## src/rtl/id_ex_stage.sv

```systemverilog
// ID->EX pipeline register with load-use bubble insertion, EX back-pressure hold,
// flush, and saturating bubble/stall performance counters.
module id_ex_stage #(
    parameter int unsigned CTRL_W = 24,
    parameter int unsigned CNT_W  = 16
) (
    input  logic              clk,
    input  logic              reset_n,
    input  logic              flush,
    input  logic              valid_ID,
    output logic              ready_ID,
    input  logic              rd_after_ld_hazard,
    input  logic [31:0]       pc_ID,
    input  logic [31:0]       imm_ID,
    input  logic [31:0]       rs1_data,
    input  logic [31:0]       rs2_data,
    input  logic [31:0]       rs3_data,
    input  logic              rd_wena_ID,
    input  logic [5:0]        rd_addr_ID,
    input  logic [2:0]        wb_src_ID,
    input  logic [CTRL_W-1:0] ctrl_ID,
    input  logic              ready_EX,
    output logic              valid_EX,
    output logic [31:0]       pc_EX,
    output logic [31:0]       imm_EX,
    output logic [31:0]       rs1_data_EX,
    output logic [31:0]       rs2_data_EX,
    output logic [31:0]       rs3_data_EX,
    output logic              rd_wena_EX,
    output logic [5:0]        rd_addr_EX,
    output logic [2:0]        wb_src_EX,
    output logic [CTRL_W-1:0] ctrl_EX,
    output logic [CNT_W-1:0]  bubble_cnt,
    output logic [CNT_W-1:0]  stall_cnt
);

    logic              valid_q;
    logic              wena_q;
    logic [31:0]       pc_q;
    logic [31:0]       imm_q;
    logic [31:0]       rs1_q;
    logic [31:0]       rs2_q;
    logic [31:0]       rs3_q;
    logic [5:0]        rd_addr_q;
    logic [2:0]        wb_src_q;
    logic [CTRL_W-1:0] ctrl_q;
    logic [CNT_W-1:0]  bubble_q;
    logic [CNT_W-1:0]  stall_q;

    logic advance;
    logic load;
    logic bubble_inc;
    logic stall_inc;

    // Decode the per-edge action; flush outranks stall and bubble counting.
    always_comb begin
        advance    = !valid_q || ready_EX;
        ready_ID   = advance && !rd_after_ld_hazard && !flush;
        load       = ready_ID && valid_ID;
        bubble_inc = !flush && advance && rd_after_ld_hazard && valid_ID;
        stall_inc  = !flush && !advance;
    end

    // Valid/rd_wena: cleared on flush, bubble or empty slot; held while stalled.
    always_ff @(posedge clk or negedge reset_n) begin
        if (!reset_n) begin
            valid_q <= 1'b0;
            wena_q  <= 1'b0;
        end else if (flush || advance) begin
            valid_q <= load;
            wena_q  <= load && rd_wena_ID;
        end
    end

    // Payload registers only capture on an accepted ID instruction.
    always_ff @(posedge clk or negedge reset_n) begin
        if (!reset_n) begin
            pc_q      <= '0;
            imm_q     <= '0;
            rs1_q     <= '0;
            rs2_q     <= '0;
            rs3_q     <= '0;
            rd_addr_q <= '0;
            wb_src_q  <= '0;
            ctrl_q    <= '0;
        end else if (load) begin
            pc_q      <= pc_ID;
            imm_q     <= imm_ID;
            rs1_q     <= rs1_data;
            rs2_q     <= rs2_data;
            rs3_q     <= rs3_data;
            rd_addr_q <= rd_addr_ID;
            wb_src_q  <= wb_src_ID;
            ctrl_q    <= ctrl_ID;
        end
    end

    // Saturating performance counters, cleared only by reset.
    always_ff @(posedge clk or negedge reset_n) begin
        if (!reset_n) begin
            bubble_q <= '0;
            stall_q  <= '0;
        end else begin
            if (bubble_inc && (bubble_q != {CNT_W{1'b1}})) bubble_q <= bubble_q + CNT_W'(1);
            if (stall_inc && (stall_q != {CNT_W{1'b1}}))   stall_q  <= stall_q + CNT_W'(1);
        end
    end

    assign valid_EX    = valid_q;
    assign rd_wena_EX  = wena_q && valid_q;
    assign pc_EX       = pc_q;
    assign imm_EX      = imm_q;
    assign rs1_data_EX = rs1_q;
    assign rs2_data_EX = rs2_q;
    assign rs3_data_EX = rs3_q;
    assign rd_addr_EX  = rd_addr_q;
    assign wb_src_EX   = wb_src_q;
    assign ctrl_EX     = ctrl_q;
    assign bubble_cnt  = bubble_q;
    assign stall_cnt   = stall_q;

endmodule
```

## config.mk

```make
export PLATFORM = sky130hd
export DESIGN_NAME = id_ex_stage
export DESIGN_NICKNAME = d
export VERILOG_FILES = /design/src/rtl/id_ex_stage.sv
export SDC_FILE = /design/constraint.sdc
export NUM_CORES = 1
export LEC_CHECK = 0
export CORE_AREA = 2 2 164 166
export DETAILED_ROUTE_END_ITERATION = 6
export DIE_AREA = 0 0 166 168
export PLACE_DENSITY = 0.69
export SYNTH_ARGS = -nofsm -noshare
export SYNTH_HDL_FRONTEND = slang
export SYNTH_SLANG_ARGS = --single-unit
```

## constraint.sdc

```tcl
create_clock -name clk -period 2 [get_ports clk]
set_input_delay 0.2 -clock clk [delete_from_list [all_inputs] [get_ports clk]]
set_output_delay 0.2 -clock clk [all_outputs]
set_load 0.02 [all_outputs]
```

==> reports/metrics.csv <==
stage,metric,value,unit
status,status,completed,
timing,Max Transition Viols Final,0,
final_layout,n_diodes,0,
floorplan,die area,27900,um2
timing,Layout Skew,0.0148,ns
critical_path,Worst setup EP type,output pin,
critical_path,"Req. time, crit path",1.80,ns
timing,worst slew pin tran,0.571,ns
critical_path,critical path's largest stage delay,0.38,ns
placed_design,"Cell Area, Placed",13900,um2
timing,RSZ-0062 raised after global routing,no,
clock_network,CTS sink count,227,
synth,cell type with the highest aggregate area in the netlist,dfrtp_1,
clock_network,Clock Latency Late Sink,0.53,ns
clock_network,maximum buffer depth of the clock tree,3,
detailed_routing,Routed WL per cell,18.2,um
floorplan,initial core utilization,0.336,
floorplan,I/O Pins,428,
critical_path,slowest CP cell,dfrtp_1,
global_routing,first-pass GRT wire length,40100,um
floorplan,# rows,60,
timing,Total Neg Setup Slack,0,ns
critical_path,crit path from,valid_EX,
power,Static Leak,6.15,nW
run,MaxCap Viol Count,0,
final_layout,synth-to-layout area growth,66.5,%
critical_path,Worst R2R Start,valid_EX,
detailed_routing,Initial DRC Count,245,
synth,synthesized area per cell,15.7,um2
global_routing,largest net degree at the start of global routing,59,
global_routing,grt total ovfl,0,
critical_path,"Max FO, Critical Path",2,
detailed_routing,via count,6478,
timing,final hold vios,0,
power,Pwr per Cell Area,1050,nW/um2
critical_path,Worst setup SP type,register,
timing,min cycle time layout,1.85,ns
detailed_routing,total wire length,25500,um
timing,# setup viols final,0,
clock_network,H-Tree Depth,1,
synth,top cell type's share of synthesized area,0.642,
timing,Max-slew headroom,0.615,
global_routing,vias in the first global route,7059,
synth,Yosys warning count,0,
global_routing,Total GRT Usage,0.180,
critical_path,Arrival @ worst endpoint,1.65,ns
detailed_routing,DR pass1 iterations,4,
timing,final period utilization,0.926,
floorplan,Core Area,26400,um2
synth,Unique masters post-synth,37,
floorplan,Die W,166,um
critical_path,CP Cell Sequence,nor2b_1 > nor3_4 > buf_4 > dlygate4sd2_1,
global_routing,initial antenna violation count,0,
synth,flop and latch count out of synthesis,227,
placed_design,Final HPWL DP,19100,um
synth,top post-synthesis cells by area,"dfrtp_1, mux2_2, xor2_1",
placed_design,RePlAce Congestion,0.776,
final_layout,footprint of the multi-input gates,3010,um2
synth,"Cell Area, Synth",8850,um2
detailed_routing,DRC,0,
detailed_routing,antenna-violating nets left,0,
synth,Syn Inst Count,562,
synth,register area share after synthesis,0.642,
clock_network,"Reg clk slew, reported paths",0.06,ns
synth,Mapped Nets,764,
critical_path,CP top delay family,buffers and inverters,
final_layout,Nets,1243,
placed_design,Port Buffers,427,
timing,max frequency,540,MHz
final_layout,Layout Utilization,0.559,
final_layout,share of layout cells above drive strength 1,0.277,
final_layout,post-route cell area,14700,um2
critical_path,CP Buf/Inv Count,2,
critical_path,Setup CP Type,register to output pin,
final_layout,FF+latch area,5680,um2
clock_network,CTS tree,yes,
detailed_routing,Via density,4.63,
clock_network,clk root buf,clkbuf_16,
min_path,worst min-delay path class,primary input to asynchronous set/reset pin,
floorplan,die height,168,um
clock_network,TritonCTS buffer count,27,
power,Peak VDD IR,0.664,mV
final_layout,Fillers,2169,
## report_power, final
group,switching (mW),internal (mW)
Combinational,2.14,2.62
Sequential,0.490,5.47
Clock,1.93,2.88
## area by class of cell
type | count | share of cell area
clock buffers | 36 | 0.0509
clock inverters | 11 | 0.00798
inverters | 4 | 0.00102
multi-input cells | 308 | 0.205
flip-flops and latches | 227 | 0.386
well taps | 341 | 0.0290
repair buffers | 473 | 0.321
## cell usage after synthesis
cell	instances
nand3_1	9
o211ai_1	1
nand4b_1	1
xor2_1	17
ha_1	2
a31oi_1	1
or2_2	1
buf_2	6
dfrtp_1	227
a22o_1	1
nor4b_2	1
nor3_1	10
clkbuf_1	1
inv_1	4
o31ai_1	1
nand2b_1	2
o41ai_2	1
nor4_1	7
and2_1	3
o41ai_4	1
or2b_1	1
buf_4	16
a21oi_1	2
or3b_4	1
and3_1	1
or3_4	1
nor2_1	6
and4_1	2
o2111ai_1	2
or3_1	1
nor3b_1	2
nor2b_1	1
nand4_1	11
a211oi_1	1
mux2_2	197
nand2_1	10
xnor2_1	10
## metrics by stage
stage	power (mW)	hold WS, ns	std cells	setup WS, ns
floorplan	8.08	-0.0956	562	0.0249
global placement	10.8	0.175	1352	-0.116
detailed placement	10.9	0.178	1352	-0.137
CTS	15.8	0.198	1400	0.0496
global route	16.3	0.234	1400	0.0178
finish	15.5	0.207	1400	0.148
## flip-flops by register name, summed over array words and instances, names as in the netlist
name         count
stall_cnt       16
wb_src_EX        3
bubble_cnt      16
ctrl_EX         24
rs1_data_EX     32
wena_q           1
valid_EX         1
imm_EX          32
rd_addr_EX       6
pc_EX           32
rs2_data_EX     32
rs3_data_EX     32
## logic make-up (layout without fill, tap and decap cells)
kind of cell,Yosys count,in the layout,synth area share
AO/OA/AOI/OAI,11,11,0.0123
XOR/XNOR,27,27,0.0267
adder cells (fa/ha/maj),2,2,0.00283
buffers and inverters,27,524,0.0191
flip-flops,227,227,0.642
multiplexers,197,197,0.251
AND/OR/NAND/NOR,71,71,0.0464
## layer usage
layer / vias to the layer above / track usage / share of wire
met2: 304 / 0.310 / 0.49
met4: 0 / 0.0431 / 0.020
li1: 2964 / - / -
met3: 35 / 0.0644 / 0.097
met1: 3175 / 0.216 / 0.39
met5: - / 0 / 0
## worst paths after layout
| path | endpoint | slack (ns) | depth (start not counted) |
|---|---|---|---|
| min | ctrl_EX[10] | 0.21 | 2 |
| max | ready_ID | 0.15 | 4 |
| max reg2reg | bubble_cnt[7] | 0.16 | 6 |
| max in group asynchronous | ctrl_EX[5] | 1.11 | 3 |
| min reg2reg | bubble_cnt[15] | 0.50 | 1 |
| min in group clk | imm_EX[9] | 0.27 | 2 |
## repair_timing
| action | CTS | global route |
|---|---|---|
| resized for setup | 1 | 1 |
| setup endpoints to repair | 1 | 1 |
| hold endpoints to repair | 52 | 0 |
| setup buffers | 0 | 0 |
| hold buffers | 1 | 0 |
## cell usage in the layout, fill, tap and decap left out, drive strengths merged, types with 2 or more instances in the layout
master           n
dfrtp          227
mux2           197
o2111ai          2
nor3            10
nand2b           2
clkbuf          36
and4             2
nor4             7
inv              5
xor2            17
nand2           10
nor2             6
xnor2           10
or3              2
ha               2
a21oi            2
bufinv           2
and2             3
clkinvlp         2
clkinv           6
nor3b            2
nand4           11
clkdlybuf4s50  424
o41ai            2
nand3            9
buf             46
Power figures use the tool's default switching activity.
